==> src/rtl/rf_port_arbiter_if.sv <==
// Two-requester register-file port bundle: request/response handshakes and the RF access bus.
interface rf_port_arbiter_if #(
   parameter int DATA_W = 32,
   parameter int ADDR_W = 2
);
   logic              req0_valid;
   logic              req0_we;
   logic [ADDR_W-1:0] req0_addr;
   logic [DATA_W-1:0] req0_wdata;
   logic              req0_ready;
   logic              rsp0_valid;
   logic [DATA_W-1:0] rsp0_rdata;

   logic              req1_valid;
   logic              req1_we;
   logic [ADDR_W-1:0] req1_addr;
   logic [DATA_W-1:0] req1_wdata;
   logic              req1_ready;
   logic              rsp1_valid;
   logic [DATA_W-1:0] rsp1_rdata;

   logic              rf_wen;
   logic              rf_ren;
   logic [ADDR_W-1:0] rf_addr;
   logic [DATA_W-1:0] rf_wdata;
   logic [DATA_W-1:0] rf_rdata;

   modport slave (
      input  req0_valid, req0_we, req0_addr, req0_wdata,
      input  req1_valid, req1_we, req1_addr, req1_wdata,
      input  rf_rdata,
      output req0_ready, rsp0_valid, rsp0_rdata,
      output req1_ready, rsp1_valid, rsp1_rdata,
      output rf_wen, rf_ren, rf_addr, rf_wdata
   );

   modport master (
      output req0_valid, req0_we, req0_addr, req0_wdata,
      output req1_valid, req1_we, req1_addr, req1_wdata,
      output rf_rdata,
      input  req0_ready, rsp0_valid, rsp0_rdata,
      input  req1_ready, rsp1_valid, rsp1_rdata,
      input  rf_wen, rf_ren, rf_addr, rf_wdata
   );
endinterface

==> src/rtl/rf_port_arbiter.sv <==
// Round-robin arbiter sharing one register-file port between two requesters,
// one transaction in flight: accept (IDLE) -> RF access (EXEC) -> response (RESP).
module rf_port_arbiter #(
   parameter int DATA_W = 32,
   parameter int ADDR_W = 2
) (
   input logic               clk,
   input logic               rst_n,
   rf_port_arbiter_if.slave  bus
);
   typedef enum logic [1:0] {IDLE, EXEC, RESP} state_t;

   state_t            state_q, state_d;
   logic              last_q, last_d;
   logic              id_q, id_d;
   logic              we_q, we_d;
   logic [ADDR_W-1:0] addr_q, addr_d;
   logic [DATA_W-1:0] wdata_q, wdata_d;
   logic              gnt0, gnt1;

   always_ff @(posedge clk) begin
      if (!rst_n) begin
         state_q <= IDLE;
         last_q  <= 1'b1;
         id_q    <= 1'b0;
         we_q    <= 1'b0;
         addr_q  <= '0;
         wdata_q <= '0;
      end else begin
         state_q <= state_d;
         last_q  <= last_d;
         id_q    <= id_d;
         we_q    <= we_d;
         addr_q  <= addr_d;
         wdata_q <= wdata_d;
      end
   end

   always_comb begin
      state_d = state_q;
      last_d  = last_q;
      id_d    = id_q;
      we_d    = we_q;
      addr_d  = addr_q;
      wdata_d = wdata_q;
      gnt0    = 1'b0;
      gnt1    = 1'b0;
      case (state_q)
         IDLE: begin
            // last_q names the requester granted last; on a tie the other one wins
            if (bus.req0_valid && bus.req1_valid) begin
               gnt0 = last_q;
               gnt1 = !last_q;
            end else begin
               gnt0 = bus.req0_valid;
               gnt1 = bus.req1_valid;
            end
            if (gnt0 || gnt1) begin
               state_d = EXEC;
               last_d  = gnt1;
               id_d    = gnt1;
               we_d    = gnt1 ? bus.req1_we    : bus.req0_we;
               addr_d  = gnt1 ? bus.req1_addr  : bus.req0_addr;
               wdata_d = gnt1 ? bus.req1_wdata : bus.req0_wdata;
            end
         end
         EXEC:    state_d = RESP;
         RESP:    state_d = IDLE;
         default: state_d = IDLE;
      endcase
   end

   assign bus.req0_ready = rst_n && gnt0;
   assign bus.req1_ready = rst_n && gnt1;

   // Entry 0 is read-only: writes to it complete but never reach the RF
   assign bus.rf_wen   = rst_n && (state_q == EXEC) && we_q && (addr_q != '0);
   assign bus.rf_ren   = rst_n && (state_q == EXEC) && !we_q;
   assign bus.rf_addr  = addr_q;
   assign bus.rf_wdata = wdata_q;

   assign bus.rsp0_valid = rst_n && (state_q == RESP) && !id_q;
   assign bus.rsp1_valid = rst_n && (state_q == RESP) && id_q;
   assign bus.rsp0_rdata = (bus.rsp0_valid && !we_q) ? bus.rf_rdata : '0;
   assign bus.rsp1_rdata = (bus.rsp1_valid && !we_q) ? bus.rf_rdata : '0;
endmodule
==> src/flat_wrapper.sv <==
// flat-port wrapper written by rule: the top's interface ports become plain ports
module rf_port_arbiter_flat 
#(
   parameter int DATA_W = 32,
   parameter int ADDR_W = 2
)
  (clk, rst_n, bus_req0_valid, bus_req0_we, bus_req0_addr, bus_req0_wdata, bus_req1_valid, bus_req1_we, bus_req1_addr, bus_req1_wdata, bus_rf_rdata, bus_req0_ready, bus_rsp0_valid, bus_rsp0_rdata, bus_req1_ready, bus_rsp1_valid, bus_rsp1_rdata, bus_rf_wen, bus_rf_ren, bus_rf_addr, bus_rf_wdata);
  rf_port_arbiter_if #(.DATA_W(DATA_W), .ADDR_W(ADDR_W)) bus_i ();
  input logic clk;
  input logic rst_n;
  input wire logic [$bits(bus_i.req0_valid)-1:0] bus_req0_valid;
  input wire logic [$bits(bus_i.req0_we)-1:0] bus_req0_we;
  input wire logic [$bits(bus_i.req0_addr)-1:0] bus_req0_addr;
  input wire logic [$bits(bus_i.req0_wdata)-1:0] bus_req0_wdata;
  input wire logic [$bits(bus_i.req1_valid)-1:0] bus_req1_valid;
  input wire logic [$bits(bus_i.req1_we)-1:0] bus_req1_we;
  input wire logic [$bits(bus_i.req1_addr)-1:0] bus_req1_addr;
  input wire logic [$bits(bus_i.req1_wdata)-1:0] bus_req1_wdata;
  input wire logic [$bits(bus_i.rf_rdata)-1:0] bus_rf_rdata;
  output wire logic [$bits(bus_i.req0_ready)-1:0] bus_req0_ready;
  output wire logic [$bits(bus_i.rsp0_valid)-1:0] bus_rsp0_valid;
  output wire logic [$bits(bus_i.rsp0_rdata)-1:0] bus_rsp0_rdata;
  output wire logic [$bits(bus_i.req1_ready)-1:0] bus_req1_ready;
  output wire logic [$bits(bus_i.rsp1_valid)-1:0] bus_rsp1_valid;
  output wire logic [$bits(bus_i.rsp1_rdata)-1:0] bus_rsp1_rdata;
  output wire logic [$bits(bus_i.rf_wen)-1:0] bus_rf_wen;
  output wire logic [$bits(bus_i.rf_ren)-1:0] bus_rf_ren;
  output wire logic [$bits(bus_i.rf_addr)-1:0] bus_rf_addr;
  output wire logic [$bits(bus_i.rf_wdata)-1:0] bus_rf_wdata;
  assign bus_i.req0_valid = bus_req0_valid;
  assign bus_i.req0_we = bus_req0_we;
  assign bus_i.req0_addr = bus_req0_addr;
  assign bus_i.req0_wdata = bus_req0_wdata;
  assign bus_i.req1_valid = bus_req1_valid;
  assign bus_i.req1_we = bus_req1_we;
  assign bus_i.req1_addr = bus_req1_addr;
  assign bus_i.req1_wdata = bus_req1_wdata;
  assign bus_i.rf_rdata = bus_rf_rdata;
  assign bus_req0_ready = bus_i.req0_ready;
  assign bus_rsp0_valid = bus_i.rsp0_valid;
  assign bus_rsp0_rdata = bus_i.rsp0_rdata;
  assign bus_req1_ready = bus_i.req1_ready;
  assign bus_rsp1_valid = bus_i.rsp1_valid;
  assign bus_rsp1_rdata = bus_i.rsp1_rdata;
  assign bus_rf_wen = bus_i.rf_wen;
  assign bus_rf_ren = bus_i.rf_ren;
  assign bus_rf_addr = bus_i.rf_addr;
  assign bus_rf_wdata = bus_i.rf_wdata;
  rf_port_arbiter #(.DATA_W(DATA_W), .ADDR_W(ADDR_W)) u_core (.clk(clk), .rst_n(rst_n), .bus(bus_i));
endmodule
==> config.mk <==
export PLATFORM = sky130hd
export DESIGN_NAME = rf_port_arbiter_flat
export DESIGN_NICKNAME = d
export VERILOG_FILES = /design/src/rtl/rf_port_arbiter_if.sv /design/src/rtl/rf_port_arbiter.sv /design/src/flat_wrapper.sv
export SDC_FILE = /design/constraint.sdc
export NUM_CORES = 1
export LEC_CHECK = 0
export CAP_MARGIN = 25
export CORE_ASPECT_RATIO = 1.1
export CORE_MARGIN = 5
export CORE_UTILIZATION = 33
export DETAILED_ROUTE_END_ITERATION = 8
export PLACE_DENSITY = 0.83
export SYNTH_ARGS = -nofsm -noshare
export SYNTH_HDL_FRONTEND = slang
export SYNTH_SLANG_ARGS = --single-unit
==> constraint.sdc <==
create_clock -name clk -period 1.7 [get_ports clk]
set_clock_uncertainty 0.1 [all_clocks]
set_input_delay 0.34 -clock clk [delete_from_list [all_inputs] [get_ports clk]]
set_output_delay 0.34 -clock clk [all_outputs]
set_load 0.005 [all_outputs]
== Yosys cells after proc, flatten, opt, wreduce, memory -nomap -nowiden ==
Cells that the tools add are included.
Operators by class
  add/sub/neg operators: 0
  multipliers: 0
  div/mod/pow operators: 0
  $lt $le $gt $ge: 0
  equality and inequality tests: 3
  shift-type cells: 0
  mux-type cells: 13
  bitwise gates (word level): 0
  reduce and logical (&&, ||, !) cells: 19
Operators by type and width (number)
  $mux 32: 3
  $logic_and 1x1->1: 12
  $mux 1: 7
  $mux 2: 2
  $pmux 2 s2: 1
  $logic_not 1->1: 3
  $eq 2x1->1 const B: 1
  $eq 2x2->1 const B: 1
  $logic_not 2->1: 1
  $ne 2x1->1 const B: 1
  $reduce_and 2->1: 1
  $reduce_bool 2->1: 1
  $logic_or 1x1->1: 1
Word-level totals
  register bits: 39
  latch bits: 0
  RAM bits: 0
  bits in read-only memories: 0
  input bits: 106
  output and inout bits: 104
  word-level logic and storage cells: 41
  memories: 0

== Logic depth before layout (Yosys ltp) ==
  depth in word-level cells: 6
  gate-level depth with buffers: 5
  depth with buffers taken out: 3

== Worst setup path before layout ==
No wires, ideal clock.
  kind: input port to output port
  start point: input rst_n
  end point: output bus_rsp1_rdata[10]
  data arrival time: 1.177 ns
  required time: 1.260 ns
  setup slack: 0.083 ns
  stages: 5
  buffers on the path: 2
  path through: buf_4 > and4b_1 > and2b_1 > buf_2 > and2_1
Between the ends
  cells in the longest elaborated chain, start to end: 4
Ends and longest elaborated chain
  from (decl): RTL line flat_wrapper.sv:10  | input logic rst_n;
  $logic_and 1x1->1 (2 in series): RTL line rf_port_arbiter.sv:83  | assign bus.rsp1_valid = rst_n && (state_q == RESP) && id_q;
  net bus_rsp1_valid: RTL line flat_wrapper.sv:24  | output wire logic [$bits(bus_i.rsp1_valid)-1:0] bus_rsp1_valid;
  $logic_and 1x1->1: RTL line rf_port_arbiter.sv:85  | assign bus.rsp1_rdata = (bus.rsp1_valid && !we_q) ? bus.rf_rdata : '0;
  $mux 32: RTL line rf_port_arbiter.sv:85
  to (decl): RTL line flat_wrapper.sv:25  | output wire logic [$bits(bus_i.rsp1_rdata)-1:0] bus_rsp1_rdata;
The timed path passes the listed nets, and every way through them passes these cells.

== Worst setup path after layout ==
  start point: register u_core.state_q[0]
  end point: output bus_rsp1_rdata[28]
Between the ends
  cells in the longest elaborated chain, start to end: 5
Ends and longest elaborated chain
  from (decl): RTL line rf_port_arbiter.sv:13  | state_t state_q, state_d;
  from (signal assigned): RTL line rf_port_arbiter.sv:30  | state_q <= state_d;
  $eq 2x2->1: RTL line rf_port_arbiter.sv:83
  $logic_and 1x1->1 (2 in series): RTL line rf_port_arbiter.sv:83
  $logic_and 1x1->1: RTL line rf_port_arbiter.sv:85
  $mux 32: RTL line rf_port_arbiter.sv:85
No other way between the ends.

==> summary.txt <==
Post-synth EDFFs: 0
root buf cell: clkbuf_8
grt ovf: 0
Pwr Density: 561 mW/mm²
synthesized flop and latch total: 39
diode count: 0
vias per cell: 4.92
share of cells above drive strength 1: 43.5%
main flop type after synthesis: dfxtp_1
port bufs: 209
Max Root-Sink Buffers: 2
post-layout minimum cycle time: 2.06 ns
via count: 3151
I/O Pins: 210
Worst EP required: 1.26 ns
endpoint type of the worst setup path: output port
CP Class: flop to output port
Hold/Removal Path Class: input port to flop
Ys Warns: 0
Max IR drop VDD: 0.462 mV
area of the die: 0.00960 mm²
GP Congestion: 0.784
vias in the first global route: 3234
core area: 0.00751 mm²
Arrival @ worst endpoint: 1.62 ns
Post-DP HPWL: 8380 µm
All-Layer GR Usage: 22.3%
clk sink count: 39
Syn Inst Count: 298
Worst Max-Slew Pin Slew: 0.359 ns
DP Worst Slack: -0.907 ns
initial drt markers: 118
wire length per cell: 18.3 µm
worst-path fanout max: 8
Switch Pwr: 0.883 mW
final period utilization: 121%
Netlist cell types: 32
first-pass GRT wire length: 16800 µm
Area Growth Syn to Fin: 112%
cell mode on critical path: buf_6
Comb pwr share: 38.7%
Antenna Nets Post-Route: 0
Seq/Total Area, Yosys: 30.6%
fin. max-slew vios: 0
post-layout net count: 641
crit start category: flop
fmax: 0.485 GHz
ys async rst share: 0%
Leak: 2.29 nW
Die H: 102 µm
RSZ-0062 raised after global routing: true
Avg Inst Size Synth: 8.57 µm²
worst path cell trace: and4b_1, and2b_2, buf_6, buf_16, and2_4, buf_6
internal power: 2.16 mW
row cnt: 33
Synth Net Count: 404
Die W: 93.9 µm
CTS H-tree depth: 2
largest net degree at the start of global routing: 36
Max-cap violations: 0
# DRC: 0
CTS Buf Count: 5
clock network power share: 25.8%
Net Sw Frac: 29.0%
final hold viol count: 0
Seq pwr share: 35.5%
fin worst setup slack: -0.363 ns
antenna violations before repair: 0
starting density of the core: 34.0%
Worst-path clk slew: 0.09 ns
Max-slew headroom: 76.0%
drt total wl: 11700 µm
slowest CP cell: dfxtp_2
endpoints failing setup: 66
worst-skew pair later-pin latency: 0.29 ns
Synth Cell Area: 0.00255 mm²
TritonRoute pass-1 iters: 4
CTS tree: built
Final Power: 3.04 mW
slowest stage delay, CP: 0.35 ns
failing checks: setup timing
status: complete, but fails checks
## critical path, delay by kind of cell (launching register included)
kind          cells  cell delay, ns
simple gates      3            0.59
buf+inv           3            0.40
flops             1            0.35
## final cells by class
type	instances	area (µm²)
repair buffers	258	2650
fillers	594	2100
multi-input cells	228	1720
well taps	105	131
inverters	3	11.3
clock inverters	3	43.8
clock buffers	5	68.8
flip-flops and latches	39	785
## final timing paths
check / from / to / slack [ns] / cells past startpoint
worst min-delay path: rst_n / u_core.id_q / 0.36 / 2
worst max-delay path: u_core.state_q[0] / bus_rsp1_rdata[28] / -0.36 / 6
worst max register to register: u_core.state_q[0] / u_core.bus.rf_wdata[14] / 0.10 / 7
worst min register to register: u_core.bus.rf_wdata[31] / u_core.bus.rf_wdata[31] / 0.42 / 2
## synth_stat cells, types with 2 or more instances
library cell | number | share of area (%)
a21oi_1 | 36 | 7.1
nand2_1 | 70 | 10
dfxtp_1 | 39 | 31
o21ai_0 | 2 | 0.39
buf_6 | 3 | 1.3
nand3b_1 | 2 | 0.59
buf_4 | 8 | 2.4
and3_1 | 2 | 0.49
clkbuf_1 | 3 | 0.44
and2_1 | 64 | 16
a311oi_4 | 3 | 3.1
buf_2 | 9 | 1.8
a311oi_2 | 27 | 16
inv_1 | 2 | 0.29
buf_1 | 2 | 0.29
a311oi_1 | 5 | 1.7
nor2_1 | 4 | 0.59
buf_12 | 3 | 2.4
## placed cells by master, fill, tap and decap left out, drive strengths merged, types with 4 or more instances in the layout
master         netlist  layout
buf                 25     118
and2                65      66
nand2               70      70
dfxtp               39      39
a311oi              35      35
a21oi               36      36
clkbuf               4       6
nor2                 4       4
clkdlybuf4s50        0     134
dlygate4sd2          0       5
## per-layer routing
| layer | part of all wire [%] | GRT usage (%) | routed length, µm | vias up |
|---|---|---|---|---|
| met5 | 0 | 0 | 0 | - |
| met3 | 9.7 | 7.73 | 1140 | 10 |
| met2 | 54 | 44.7 | 6350 | 145 |
| met1 | 34 | 21.1 | 4000 | 1492 |
| met4 | 1.8 | 6.44 | 205 | 0 |
| li1 | - | - | - | 1504 |
## through the flow
step	std cells	cell area [µm²]	TNS [ns]	hold WS (ns)	util [%]
finish	641	5410	-18.87	0.363	72.0
global route	641	5410	-23.68	0.372	72.0
CTS	638	5060	-22.66	0.352	67.4
detailed placement	613	4810	-71.64	0.414	64.0
global placement	613	4810	-69.29	0.405	64.0
floorplan	298	2550	0	0.393	-
## sequential cells by signal, indices dropped and copies added, names as in the netlist
register and flops:
u_core.id_q 1, u_core.bus.rf_addr 2, u_core.bus.rf_wdata 32, u_core.we_q 1, u_core.last_q 1, u_core.state_q 2
## logic make-up after synthesis
| family | count (synthesis) | synth area share (%) |
|---|---|---|
| DFF | 39 | 30.6 |
| buffers and inverters | 32 | 9.26 |
| AOI/OAI and AO/OA | 78 | 30.3 |
| and+or+nand+nor | 149 | 29.9 |
## timing repair
| item | CTS | global route |
|---|---|---|
| buffers inserted | 12 | 7 |
| pin swaps | 40 | 23 |
| hold buffers | 0 | 0 |
| resized for setup | 362 | 79 |
| setup endpoints to repair | 107 | 90 |
| cloned | 6 | 0 |
## power by group through the flow
stage	combinational [mW]	clock (mW)	sequential [mW]
floorplan	0.484	0	1.10
global placement	1.05	0	1.10
detailed placement	1.07	0	1.10
CTS	1.10	0.806	1.08
global route	1.26	0.830	1.09
finish	1.18	0.783	1.08
Power figures use the tool's default switching activity.
